===== src/rtl/mesi_line_ctrl_if.sv =====
// mesi_line_ctrl_if
//   Groups the three handshakes of the MESI line controller:
//     cpu_*  processor request (valid/ready) and completion pulse
//     bus_*  outgoing bus transaction (req/gnt) plus sharer indication
//     snp_*  snooped command from other caches and registered response
//   slave  : controller view
//   master : environment view (processor, bus arbiter, snoop source)
interface mesi_line_ctrl_if #(
    parameter int IDX_W = 3
) ();
    logic             cpu_valid;
    logic [1:0]       cpu_op;
    logic [IDX_W-1:0] cpu_idx;
    logic             cpu_ready;
    logic             cpu_done;

    logic             bus_req;
    logic [1:0]       bus_cmd;
    logic [IDX_W-1:0] bus_idx;
    logic             bus_gnt;
    logic             bus_share;

    logic             snp_valid;
    logic [1:0]       snp_cmd;
    logic [IDX_W-1:0] snp_idx;
    logic             snp_share;
    logic             snp_flush;

    modport slave (
        input  cpu_valid, cpu_op, cpu_idx, bus_gnt, bus_share,
               snp_valid, snp_cmd, snp_idx,
        output cpu_ready, cpu_done, bus_req, bus_cmd, bus_idx,
               snp_share, snp_flush
    );

    modport master (
        output cpu_valid, cpu_op, cpu_idx, bus_gnt, bus_share,
               snp_valid, snp_cmd, snp_idx,
        input  cpu_ready, cpu_done, bus_req, bus_cmd, bus_idx,
               snp_share, snp_flush
    );
endinterface


===== src/rtl/mesi_line_ctrl.sv =====
// mesi_line_ctrl
//   MESI coherence controller for NUM_LINES cache lines. Processor
//   read/write/evict requests either complete silently or issue a bus
//   transaction (GETS/GETX/INV/PUTX) and wait for the grant. Snooped
//   commands update their line every cycle, including races against the
//   pending transaction.
// Ports
//   clk        rising-edge clock
//   reset      asynchronous active-low reset
//   io         controller side of mesi_line_ctrl_if (cpu/bus/snoop)
//   dbg_idx    combinational line-state read address
//   dbg_state  state of line dbg_idx (0=I 1=S 2=E 3=M)
module mesi_line_ctrl #(
    parameter int NUM_LINES = 8,
    parameter int IDX_W     = $clog2(NUM_LINES)
) (
    input  logic             clk,
    input  logic             reset,
    mesi_line_ctrl_if.slave  io,
    input  logic [IDX_W-1:0] dbg_idx,
    output logic [1:0]       dbg_state
);
    typedef enum logic [1:0] {
        INVALID   = 2'd0,
        SHARED    = 2'd1,
        EXCLUSIVE = 2'd2,
        MODIFIED  = 2'd3
    } cache_state_t;

    typedef enum logic [1:0] {
        CMD_GETS = 2'd0,
        CMD_GETX = 2'd1,
        CMD_INV  = 2'd2,
        CMD_PUTX = 2'd3
    } bus_cmd_t;

    typedef enum logic [1:0] {
        OP_READ  = 2'd0,
        OP_WRITE = 2'd1,
        OP_EVICT = 2'd2,
        OP_ILL   = 2'd3
    } cpu_op_t;

    typedef enum logic {
        IDLE,
        BUS_WAIT
    } fsm_t;

    fsm_t             fsm;
    cache_state_t     lines     [NUM_LINES];
    cache_state_t     snp_lines [NUM_LINES];
    bus_cmd_t         bus_cmd_q;
    logic             bus_req_q;
    logic [IDX_W-1:0] bus_idx_q;
    logic             cpu_done_q;
    logic             snp_share_q;
    logic             snp_flush_q;

    logic             snp_share_d;
    logic             snp_flush_d;
    logic             snp_on_pending;
    logic             race_inv;
    logic             race_putx;
    cache_state_t     cpu_cur;
    cache_state_t     cpu_new;
    logic             cpu_issue;
    bus_cmd_t         cpu_cmd;

    // Post-snoop view of every line; the CPU decision below reads this so a
    // same-cycle snoop on the requested index is already applied.
    always_comb begin
        for (int unsigned i = 0; i < NUM_LINES; i++) begin
            snp_lines[i] = lines[i];
        end
        snp_share_d = 1'b0;
        snp_flush_d = 1'b0;
        if (io.snp_valid && io.snp_cmd != CMD_PUTX) begin
            snp_share_d = (lines[io.snp_idx] != INVALID);
            snp_flush_d = (lines[io.snp_idx] == MODIFIED) && (io.snp_cmd != CMD_INV);
            if (io.snp_cmd == CMD_GETS) begin
                if (lines[io.snp_idx] != INVALID) begin
                    snp_lines[io.snp_idx] = SHARED;
                end
            end else begin
                snp_lines[io.snp_idx] = INVALID;
            end
        end
    end

    assign snp_on_pending = (fsm == BUS_WAIT) && io.snp_valid && (io.snp_idx == bus_idx_q);
    assign race_inv  = snp_on_pending && (bus_cmd_q == CMD_INV) &&
                       (io.snp_cmd == CMD_GETX || io.snp_cmd == CMD_INV);
    assign race_putx = snp_on_pending && (bus_cmd_q == CMD_PUTX) &&
                       (io.snp_cmd == CMD_GETS || io.snp_cmd == CMD_GETX);

    assign cpu_cur = snp_lines[io.cpu_idx];

    // Either a silent new state for the line or a bus command to issue.
    always_comb begin
        cpu_new   = cpu_cur;
        cpu_issue = 1'b0;
        cpu_cmd   = CMD_GETS;
        case (io.cpu_op)
            OP_WRITE: begin
                case (cpu_cur)
                    MODIFIED, EXCLUSIVE: cpu_new = MODIFIED;
                    SHARED: begin
                        cpu_issue = 1'b1;
                        cpu_cmd   = CMD_INV;
                    end
                    default: begin
                        cpu_issue = 1'b1;
                        cpu_cmd   = CMD_GETX;
                    end
                endcase
            end
            OP_EVICT: begin
                if (cpu_cur == MODIFIED) begin
                    cpu_issue = 1'b1;
                    cpu_cmd   = CMD_PUTX;
                end else begin
                    cpu_new = INVALID;
                end
            end
            default: begin
                if (cpu_cur == INVALID) begin
                    cpu_issue = 1'b1;
                    cpu_cmd   = CMD_GETS;
                end
            end
        endcase
    end

    always_ff @(posedge clk or negedge reset) begin
        if (!reset) begin
            fsm <= IDLE;
            for (int unsigned i = 0; i < NUM_LINES; i++) begin
                lines[i] <= INVALID;
            end
            bus_req_q   <= 1'b0;
            bus_cmd_q   <= CMD_GETS;
            bus_idx_q   <= '0;
            cpu_done_q  <= 1'b0;
            snp_share_q <= 1'b0;
            snp_flush_q <= 1'b0;
        end else begin
            // Snoop result first; CPU/bus updates below override the same line.
            for (int unsigned i = 0; i < NUM_LINES; i++) begin
                lines[i] <= snp_lines[i];
            end
            snp_share_q <= snp_share_d;
            snp_flush_q <= snp_flush_d;
            cpu_done_q  <= 1'b0;
            case (fsm)
                IDLE: begin
                    if (io.cpu_valid) begin
                        if (cpu_issue) begin
                            fsm       <= BUS_WAIT;
                            bus_req_q <= 1'b1;
                            bus_cmd_q <= cpu_cmd;
                            bus_idx_q <= io.cpu_idx;
                        end else begin
                            lines[io.cpu_idx] <= cpu_new;
                            cpu_done_q        <= 1'b1;
                        end
                    end
                end
                default: begin
                    // Race snoops take priority and mask a same-cycle grant.
                    if (race_putx) begin
                        lines[bus_idx_q] <= INVALID;
                        bus_req_q        <= 1'b0;
                        cpu_done_q       <= 1'b1;
                        fsm              <= IDLE;
                    end else if (race_inv) begin
                        bus_cmd_q <= CMD_GETX;
                    end else if (io.bus_gnt) begin
                        case (bus_cmd_q)
                            CMD_GETS: lines[bus_idx_q] <= io.bus_share ? SHARED : EXCLUSIVE;
                            CMD_PUTX: lines[bus_idx_q] <= INVALID;
                            default:  lines[bus_idx_q] <= MODIFIED;
                        endcase
                        bus_req_q  <= 1'b0;
                        cpu_done_q <= 1'b1;
                        fsm        <= IDLE;
                    end
                end
            endcase
        end
    end

    assign io.cpu_ready  = (fsm == IDLE);
    assign io.cpu_done   = cpu_done_q;
    assign io.bus_req    = bus_req_q;
    assign io.bus_cmd    = bus_cmd_q;
    assign io.bus_idx    = bus_idx_q;
    assign io.snp_share  = snp_share_q;
    assign io.snp_flush  = snp_flush_q;
    assign dbg_state     = lines[dbg_idx];
endmodule


===== src/flat_wrapper.sv =====
// flat-port wrapper written by rule: the top's interface ports become plain ports
module mesi_line_ctrl_flat 
#(
    parameter int NUM_LINES = 8,
    parameter int IDX_W     = $clog2(NUM_LINES)
)
  (clk, reset, dbg_idx, dbg_state, io_cpu_valid, io_cpu_op, io_cpu_idx, io_bus_gnt, io_bus_share, io_snp_valid, io_snp_cmd, io_snp_idx, io_cpu_ready, io_cpu_done, io_bus_req, io_bus_cmd, io_bus_idx, io_snp_share, io_snp_flush);
  mesi_line_ctrl_if #(.IDX_W(IDX_W)) io_i ();
  input  logic clk;
  input  logic reset;
  input  logic [IDX_W-1:0] dbg_idx;
  output logic [1:0] dbg_state;
  input wire logic [$bits(io_i.cpu_valid)-1:0] io_cpu_valid;
  input wire logic [$bits(io_i.cpu_op)-1:0] io_cpu_op;
  input wire logic [$bits(io_i.cpu_idx)-1:0] io_cpu_idx;
  input wire logic [$bits(io_i.bus_gnt)-1:0] io_bus_gnt;
  input wire logic [$bits(io_i.bus_share)-1:0] io_bus_share;
  input wire logic [$bits(io_i.snp_valid)-1:0] io_snp_valid;
  input wire logic [$bits(io_i.snp_cmd)-1:0] io_snp_cmd;
  input wire logic [$bits(io_i.snp_idx)-1:0] io_snp_idx;
  output wire logic [$bits(io_i.cpu_ready)-1:0] io_cpu_ready;
  output wire logic [$bits(io_i.cpu_done)-1:0] io_cpu_done;
  output wire logic [$bits(io_i.bus_req)-1:0] io_bus_req;
  output wire logic [$bits(io_i.bus_cmd)-1:0] io_bus_cmd;
  output wire logic [$bits(io_i.bus_idx)-1:0] io_bus_idx;
  output wire logic [$bits(io_i.snp_share)-1:0] io_snp_share;
  output wire logic [$bits(io_i.snp_flush)-1:0] io_snp_flush;
  assign io_i.cpu_valid = io_cpu_valid;
  assign io_i.cpu_op = io_cpu_op;
  assign io_i.cpu_idx = io_cpu_idx;
  assign io_i.bus_gnt = io_bus_gnt;
  assign io_i.bus_share = io_bus_share;
  assign io_i.snp_valid = io_snp_valid;
  assign io_i.snp_cmd = io_snp_cmd;
  assign io_i.snp_idx = io_snp_idx;
  assign io_cpu_ready = io_i.cpu_ready;
  assign io_cpu_done = io_i.cpu_done;
  assign io_bus_req = io_i.bus_req;
  assign io_bus_cmd = io_i.bus_cmd;
  assign io_bus_idx = io_i.bus_idx;
  assign io_snp_share = io_i.snp_share;
  assign io_snp_flush = io_i.snp_flush;
  mesi_line_ctrl #(.NUM_LINES(NUM_LINES), .IDX_W(IDX_W)) u_core (.clk(clk), .reset(reset), .io(io_i), .dbg_idx(dbg_idx), .dbg_state(dbg_state));
endmodule

===== config.mk =====
export PLATFORM = sky130hd
export DESIGN_NAME = mesi_line_ctrl_flat
export DESIGN_NICKNAME = d
export VERILOG_FILES = /design/src/rtl/mesi_line_ctrl_if.sv /design/src/rtl/mesi_line_ctrl.sv /design/src/flat_wrapper.sv
export SDC_FILE = /design/constraint.sdc
export NUM_CORES = 1
export LEC_CHECK = 0
export BUFFER_PORTS_ARGS = -buffer_cell sky130_fd_sc_hd__buf_2
export CORE_UTILIZATION = 50
export CTS_CLUSTER_DIAMETER = 30
export DETAILED_ROUTE_END_ITERATION = 10
export PLACE_DENSITY = 0.76
export REMOVE_ABC_BUFFERS = 1
export SLEW_MARGIN = 20
export SYNTH_ARGS = -nofsm -noshare
export SYNTH_HDL_FRONTEND = slang
export SYNTH_SLANG_ARGS = --single-unit

===== constraint.sdc =====
create_clock -name clk -period 8.3 [get_ports clk]
set_input_delay 0.415 -clock clk [delete_from_list [all_inputs] [get_ports clk]]
set_output_delay 0.415 -clock clk [all_outputs]
set_load 0.05 [all_outputs]

==> metrics.md, run 1 <==
| Metric | Value |
|---|---|
| Outcome | complete, no violations |
| GRT Total Usage | 0.309 |
| CTS Hold Buffers Added | 0 |
| Main synth FF type | dfrtp_1 |
| Max Freq | about 280 MHz |
| Row cnt | 28 |
| Grt ovf | 0 |
| ANT cells | 0 |
| CP most frequent cell | nand3_2 |
| Postcts setup bufs | 0 |
| Clock Tree Buf Depth | 2 |
| Seq cells post-synth | 26 |
| CP Launch Type | input pin |
| CTS clk-pin slew, worst paths | about 100 ps |
| Vias in the first global route | about 2900 |
| Cell Pwr Density | roughly 300 nW/um^2 |
| Number of max-cap violations | 0 |
| Area grow syn2layout | 6.37% |
| Slew @ Worst Pin | between 800 and 900 ps |
| Mapped Area | roughly 3100 sq um |
| Critical Path Fanout Max | 16 |
| Arr. time, crit path | 3780 ps |
| Power, Total | slightly above 1 mW |
| TritonCTS clock tree | done |
| Sink Count | 26 |
| Yosys cell types | 77 |
| H-tree levels | 1 |
| Period utilization | 0.435 |
| HPWL Detailed | ~7.4 mm |
| Post-synthesis sequential area ratio | 0.207 |
| DR pass1 iterations | 5 |
| Final TNS setup | 0 ps |
| Num CTS Buffers | 3 |
| Flop2flop setup slack | 4740 ps |
| Share of layout cells above drive strength 1 | 0.164 |
| Pleak | 1.36 nW |
| GPL Wtd Cong | 0.965 |
| Hold_ws | ~130 ps |
| Layout fillers | 557 |
| DR vias | between 3000 and 4000 |
| Height of the die | between 80 and 90 microns |
| Die area | approximately 6600 sq um |
| Critical path required time | ~8500 ps |
| Iter 0 DRT Violations | between 300 and 400 |
| Core footprint | 5990 sq um |
| R2r endpoint | u_core.io.bus_idx[0] |
| RSZ-0062 raised after global routing | false |
| Cells after Synth | between 300 and 400 |
| Worst Clk Skew | ~4.0 ps |
| IO buf count | 30 |
| Worst-path cell chain | buf_2, mux4_1, a2111o_1, a211oi_2, o32ai_2, nand3_2, nand3_2, a21oi_4, mux2_1 |
| WL final | between 9 and 10 mm |
| Avg WL per Cell | just over 20 microns |
| YS warnings | 0 |
| Slowest cell on the critical path | a211oi_2 |
| Most frequent cells in the layout | 34 x nand2_1, 32 x nor2_1, 30 x buf_2 |
| Largest net degree at the start of global routing | 28 |
| Peak VDD IR | about 0.24 mV |
| I/O pins | 31 |
| First-pass GRT wire length | between 15 and 20 mm |
| DRC violations left | 0 |
| Slew margin rel. | 0.446 |
| EDFF count, synth | 0 |
| Root Buffer | clkbuf_8 |
| Initial Util | 0.524 |
| Layout net count | 431 |
| Start of the worst register-to-register path | u_core.lines[14] |
| Final Hold Vio Count | 0 |
| Max-slew violation count | 0 |
| Final design utilization | 0.558 |
| Worst hold path type | in -> async |
| Setup crit end kind | register |
| Final setup vio count | 0 |
| Die X-Extent | just over 80 microns |
| R2R depth | 8 |
| Commonest non-fill, non-tap cell in the layout | nand2_1 |
| Gates resized, CTS repair | 0 |
| Initial antenna violation count | 0 |
| Vias per cell | slightly below 7 |
| Fraction of registers with async set/reset | 1.00 |
| Worst Path Class, Setup | in -> reg |
| Detail Route Antenna Nets | 0 |
| CP peak stage delay | roughly 700 ps |
| Tmin final | approximately 3600 ps |
| Syn_area_per_cell | 7.97 sq um |
| Clk_lat worst skew | around 280 ps |
==> area by class of cell <==
| type | instances | area, sq um | area share |
|---|---|---|---|
| timing repair buffer | 31 | 158 | 0.0472 |
| inverter | 16 | 60.1 | 0.0180 |
| multi-input combinational | 325 | 2310 | 0.691 |
| sequential | 26 | 651 | 0.195 |
| clock inverter | 1 | 30.0 | 0.00899 |
| clock buffer | 3 | 41.3 | 0.0124 |
| tap | 75 | 93.8 | 0.0281 |
==> layer usage <==
| metal | up-vias | GRT usage | share of wire |
|---|---|---|---|
| met5 | - | 0 | 0 |
| met4 | 0 | 0.0893 | 0.020 |
| met3 | 14 | 0.0382 | 0.085 |
| met2 | 194 | 0.487 | 0.44 |
| met1 | 1573 | 0.438 | 0.46 |
| li1 | 1527 | - | - |
==> through the flow <==
stage	instances	worst slack, ps	instance area (sq um)
3_3_place_gp	473	4610	3270
5_1_grt	477	4550	3340
2_1_floorplan	367	5110	3020
6_report	477	4690	3340
3_5_place_dp	473	4500	3270
4_1_cts	477	4750	3340
==> cell families (layout without fill, tap and decap cells) <==
| family | after synthesis | count (layout) | synth area share |
|---|---|---|---|
| AO/OA/AOI/OAI | 147 | 147 | 0.344 |
| AND/OR/NAND/NOR | 146 | 146 | 0.254 |
| buffers and inverters | 43 | 51 | 0.0582 |
| flip-flops | 26 | 26 | 0.207 |
| multiplexers | 19 | 19 | 0.0896 |
| adder cells (fa/ha/maj) | 9 | 9 | 0.0359 |
| XOR/XNOR | 4 | 4 | 0.0112 |
==> critical path: cells and delay by family <==
family / cells / cell delay (ps)
AOI/OAI and AO/OA: 4 / 1650
muxes: 2 / 990
and+or+nand+nor: 2 / 440
buffers and inverters: 1 / 270
==> worst max path at each step <==
stage,slack [ps],endpoint,startpoint
2_1_floorplan,5110,u_core.io.bus_idx[1],io_snp_cmd[0]
3_3_place_gp,4610,u_core.io.bus_idx[0],io_snp_idx[1]
3_5_place_dp,4500,u_core.io.bus_idx[1],io_snp_idx[1]
4_1_cts,4750,u_core.io.bus_idx[0],io_snp_idx[1]
5_1_grt,4550,u_core.io.bus_idx[0],io_snp_idx[1]
6_report,4690,u_core.io.bus_idx[0],io_snp_idx[1]
==> sequential cells by signal, indices dropped and copies added, names as in the netlist <==
register / cells
u_core.fsm: 1
u_core.io.bus_cmd: 2
u_core.io.bus_idx: 3
u_core.io.bus_req: 1
u_core.io.cpu_done: 1
u_core.io.snp_flush: 1
u_core.io.snp_share: 1
u_core.lines: 16
==> cell usage after synthesis (4+ instances only) <==
master	n	area, sq um
a21o_1	9	67.6
a21oi_1	29	145
a31o_1	5	43.8
a31oi_1	4	25.0
buf_2	5	25.0
clkbuf_1	19	71.3
dfrtp_1	26	651
ha_1	9	113
inv_1	16	60.1
mux2i_1	6	60.1
mux4_2	5	113
nand2_1	34	128
nand2b_1	9	56.3
nand3_1	10	50.1
nand4_1	5	31.3
nor2_1	32	120
nor2b_1	5	31.3
nor3_1	12	60.1
nor3b_1	4	30.0
o211ai_1	11	82.6
o21ai_0	26	130
o21ai_1	6	30.0
o221ai_1	9	78.8
o311ai_1	4	35.0
o32ai_1	9	78.8
or2_2	4	25.0
==> where the power goes <==
group	switching [mW]	internal, mW
combinational	0.410	0.225
clock	0.0430	0.0646
sequential	0.0874	0.176
No activity file was read; power rests on OpenSTA's default activity.
==> run 2, diff against run 1 <==
clock period = 3.8 ns   (was 8.3 ns; I/O delays follow)
==> metrics.md, run 2 (synthesis gave the netlist of run 1 again) <==
| Metric | Value |
|---|---|
| Gr busiest metal | met2 |
| Row cnt | 28 |
| Layout Cells excl Fill | 483 |
| GRT met2 Usage | 0.540 |
| First-pass GRT wire length | between 15 and 20 mm |
| Critical path required time | just under 4000 ps |
| Height of the die | slightly above 80 microns |
| Final Worst Setup Slack | about 570 ps |
| Die X-Extent | between 80 and 90 microns |
| Clock Tree Buf Depth | 2 |
| CTS clk-pin slew, worst paths | roughly 100 ps |
| GR Layer Usage met3 | 0.0191 |
| RSZ-0062 raised after global routing | false |
| Start of the worst register-to-register path | u_core.lines[12] |
| GRT Total Usage | 0.328 |
| GPL Wtd Cong | between 0.9 and 1 |
| Avg WL per Cell | about 21 microns |
| Placed cell count | 478 |
| H-tree levels | 1 |
| Min-delay src | io_snp_cmd[1] |
| Core footprint | about 6000 sq um |
| Largest net degree at the start of global routing | 28 |
| Commonest non-fill, non-tap cell in the layout | nand2_1 |
| Multi-input gate area | 2310 sq um |
| WL final | between 10 and 15 mm |
| Vias in the first global route | around 3000 |
| DR vias | around 3400 |
| Root Buffer | clkbuf_8 |
| Pleak | 1.39 nW |
| Final TNS setup | 0 ps |
| Max FFs per register | 16 |
| Vias per cell | between 7 and 8 |
| Clk_lat worst skew | about 280 ps |
| Reg with most FFs | u_core.lines |
| Met1 usage | 0.466 |
| Most frequent cells in the layout | 34 x nand2_1, 32 x nor2_1, 30 x buf_2 |
| CP Launch Type | input pin |
| Gates resized, CTS repair | 0 |
| CTS Hold Buffers Added | 1 |
| Die area | around 6600 sq um |
| Num CTS Buffers | 3 |
| Final setup vio count | 0 |
| Share of layout cells above drive strength 1 | 0.174 |
| Grt ovf | 0 |
| Period utilization | 0.850 |
| HPWL Detailed | 7.78 mm |
| DR pass1 iterations | 4 |
| Postcts setup bufs | 0 |
| Iter 0 DRT Violations | 300 |
| Detail Route Antenna Nets | 0 |
| Slew margin rel. | 0.473 |
| Setup crit end kind | register |
| ANT cells | 0 |
| Hold_ws | ~210 ps |
| Critical Path Fanout Max | 18 |
| Cell Pwr Density | around 660 nW/um^2 |
| Final Hold Vio Count | 0 |
| Worst Path Class, Setup | in -> reg |
| Initial Util | 0.524 |
| Outcome | complete, no violations |
| CP startpoint | io_snp_cmd[0] |
| Initial antenna violation count | 0 |
| DRC violations left | 0 |
| Max-slew violation count | 0 |
| Arr. time, crit path | around 3400 ps |
| Layout fillers | between 500 and 600 |
| Slew @ Worst Pin | 791 ps |
| Worst Clk Skew | 2.76 ps |
| Layout net count | ~440 |
| Max Freq | 310 MHz |
| FF/Latch Area | roughly 650 sq um |
| Sink Count | 26 |
| Peak VDD IR | around 0.45 mV |
| Tmin final | ~3200 ps |
| TritonCTS clock tree | done |
| IO buf count | 30 |
| Pre-CTS setup slack | 359 ps |
| Worst hold path type | in -> reg |
| Number of max-cap violations | 0 |
| Area grow syn2layout | 7.89% |
| I/O pins | 31 |
==> run 2: path summary, 6_finish.rpt <==
path,end,slack (ps),depth (start not counted)
max in group asynchronous,u_core.lines[15],2910,2
setup reg to reg,u_core.io.bus_idx[2],590,8
hold / removal,u_core.io.snp_flush,210,3
setup / recovery,u_core.io.bus_idx[2],570,10
hold reg to reg,u_core.io.bus_req,480,1
min in group asynchronous,u_core.io.bus_req,490,2
==> run 2: layout make-up <==
type                       count  share of cell area
sequential                    26               0.192
inverter                      16              0.0177
multi-input combinational    325               0.681
clock buffer                   3              0.0122
timing repair buffer          37              0.0606
tap                           75              0.0277
clock inverter                 1             0.00886
==> run 2: layer usage <==
| metal | wire length, microns | vias to the layer above |
|---|---|---|
| met4 | 184 | 0 |
| met5 | 0 | - |
| li1 | - | 1551 |
| met1 | 4340 | 1660 |
| met2 | 4750 | 188 |
| met3 | 869 | 17 |
==> run 2: critical path, stage by stage <==
cell     delay (ps)
buf_2           110
ha_1            360
or3b_1          540
o21ai_1         360
mux2i_1         130
a211o_1         410
nor2_8          220
mux2_4          420
a21oi_4         270
mux2_1          370
==> run 2: power by group <==
| group | switching (mW) | internal (mW) | total (mW) |
|---|---|---|---|
| sequential | 0.162 | 0.385 | 0.547 |
| clock | 0.0989 | 0.141 | 0.240 |
| combinational | 0.934 | 0.507 | 1.44 |
| total | 1.19 | 1.03 | 2.23 |
==> run 2: per-stage QoR <==
step	area (sq um)	total power [mW]	util
2_1_floorplan	3020	1.54	-
3_3_place_gp	3310	1.92	0.552
3_5_place_dp	3310	1.95	0.552
4_1_cts	3390	2.19	0.566
5_1_grt	3390	2.37	0.566
6_report	3390	2.23	0.566
==> run 3, diff against run 2 <==
PLACE_DENSITY = 0.79   (was 0.76)
clock period = 2.8 ns   (was 3.8 ns; I/O delays follow)
==> metrics.md, run 3 (synthesis gave the netlist of run 1 again) <==
| Metric | Value |
|---|---|
| DRC violations left | 0 |
| Start of the worst register-to-register path | u_core.lines[14] |
| Clk_lat worst skew | around 280 ps |
| Cell Pwr Density | approximately 870 nW/um^2 |
| Flop2flop setup slack | ~6.7 ps |
| Commonest non-fill, non-tap cell in the layout | buf_4 |
| IO buf count | 30 |
| WL final | 11.7 mm |
| Reg with most FFs | u_core.lines |
| Critical Path Fanout Max | 8 |
| Placed Area | 3820 sq um |
| ANT cells | 0 |
| Vias in the first global route | between 3000 and 4000 |
| TritonCTS clock tree | done |
| Critical path required time | 2970 ps |
| Final Hold Vio Count | 0 |
| Slew margin rel. | 0.564 |
| Pleak | between 1.5 and 2 nW |
| Logic gate share of total power | 0.722 |
| RSZ-0062 raised after global routing | true |
| Outcome | complete, no violations |
| Slew @ Worst Pin | approximately 650 ps |
| Max FFs per register | 16 |
| Height of the die | 81.3 microns |
| Vias per cell | 6.86 |
| Power, Total | 3.58 mW |
| First-pass GRT wire length | 18.2 mm |
| Die X-Extent | approximately 81 microns |
| Iter 0 DRT Violations | between 400 and 500 |
| Num CTS Buffers | 3 |
| CTS clk-pin slew, worst paths | ~100 ps |
| Worst Path Class, Setup | reg -> reg |
| Tmin final | about 2800 ps |
| Sink Count | 26 |
| Largest net degree at the start of global routing | 27 |
| Period utilization | 0.998 |
| Sw power | 1.82 mW |
| Crit path to | u_core.lines[6] |
| Final TNS setup | 0 ps |
| I/O pins | 31 |
| Worst Clk Skew | about 6.7 ps |
| Number of max-cap violations | 0 |
| DR vias | between 3000 and 4000 |
| Layout net count | 511 |
| HPWL Detailed | 8.66 mm |
| Final setup vio count | 0 |
| Die area | between 6000 and 7000 sq um |
| Clock Tree Buf Depth | 2 |
| Setup crit end kind | register |
| Detail Route Antenna Nets | 0 |
| Sequential share of power | 0.187 |
| R2R depth | 10 |
| Final instance area | roughly 4100 sq um |
| Avg WL per Cell | between 20 and 25 microns |
| Peak VDD IR | about 0.72 mV |
| Row cnt | 28 |
| Initial Util | 0.524 |
| Max-slew violation count | 0 |
| GPL Wtd Cong | a little over 1 |
| Pint | between 1.5 and 2 mW |
| Most frequent cells in the layout | 73 x buf_4, 34 x nand2_1, 32 x nor2_1 |
| CP startpoint | u_core.lines[14] |
| Worst hold path type | in -> reg |
| Max Freq | between 300 and 400 MHz |
| GRT Total Usage | 0.363 |
| Core footprint | between 5000 and 6000 sq um |
| R2r endpoint | u_core.lines[6] |
| Arr. time, crit path | ~3000 ps |
| Grt ovf | 0 |
| Area grow syn2layout | 30.8% |
| Sw Ratio | 0.507 |
| Share of layout cells above drive strength 1 | 0.349 |
| Clock share of power | 0.091 |
| Root Buffer | clkbuf_8 |
| H-tree levels | 1 |
| CP Launch Type | register |
| DR pass1 iterations | 5 |
| Initial antenna violation count | 0 |
## run 3: worst min path at each step
stage	from	to	slack [ps]	depth (start not counted)
floorplan	reset	u_core.fsm	-160	0
CTS	io_snp_valid	u_core.io.snp_flush	190	2
detailed placement	reset	u_core.io.bus_cmd[0]	180	1
global placement	reset	u_core.io.bus_cmd[1]	170	1
global route	io_snp_valid	u_core.io.snp_flush	190	2
finish	io_snp_valid	u_core.io.snp_flush	190	2
## run 3: area by class of cell
type,count,area [sq um]
clock inverter,1,30.0
inverter,16,60.1
sequential,26,653
tap,75,93.8
multi-input combinational,325,2440
clock buffer,3,41.3
fill,488,1880
timing repair buffer,111,787
## run 3: timing repair
action                                  4_1_cts  5_1_grt
endpoints found under the setup margin       16       21
buffers inserted                              1        5
endpoints found under the hold margin        26        0
hold buffers                                  1        0
resized for setup                             2       35
pin swaps                                     0       18
## run 3: stage by stage
| stage | std cells | hold slack, ps | utilization | setup WS [ps] |
|---|---|---|---|---|
| CTS | 553 | 187 | 0.655 | 6.58 |
| floorplan | 367 | -156 | - | -199 |
| detailed placement | 547 | 183 | 0.638 | -229 |
| global placement | 547 | 168 | 0.638 | -139 |
| global route | 557 | 188 | 0.686 | -104 |
| finish | 557 | 188 | 0.686 | 6.70 |
## run 3: critical path, cell delays in order (launching register included)
cell and delay, ps:
dfrtp_1 430, mux4_2 500, a2111o_1 310, a211oi_2 180, buf_4 190, o32ai_4 130, nand4_1 160, mux2_4 250
buf_6 150, a31oi_1 80, a221o_1 300
## run 3: power groups by stage
stage | sequential [mW] | clock (mW) | combinational [mW]
final | 0.671 | 0.325 | 2.59
after global routing | 0.678 | 0.348 | 2.77
after CTS | 0.648 | 0.325 | 2.35
after detailed placement | 0.658 | 0 | 2.32
after global placement | 0.647 | 0 | 2.29
after floorplan | 0.879 | 0 | 1.21
## run 3: per-layer routing
metal  global-route usage  share of wire
met4                0.159          0.038
met3               0.0573           0.11
met5                    0              0
met2                0.580           0.46
met1                0.482           0.39
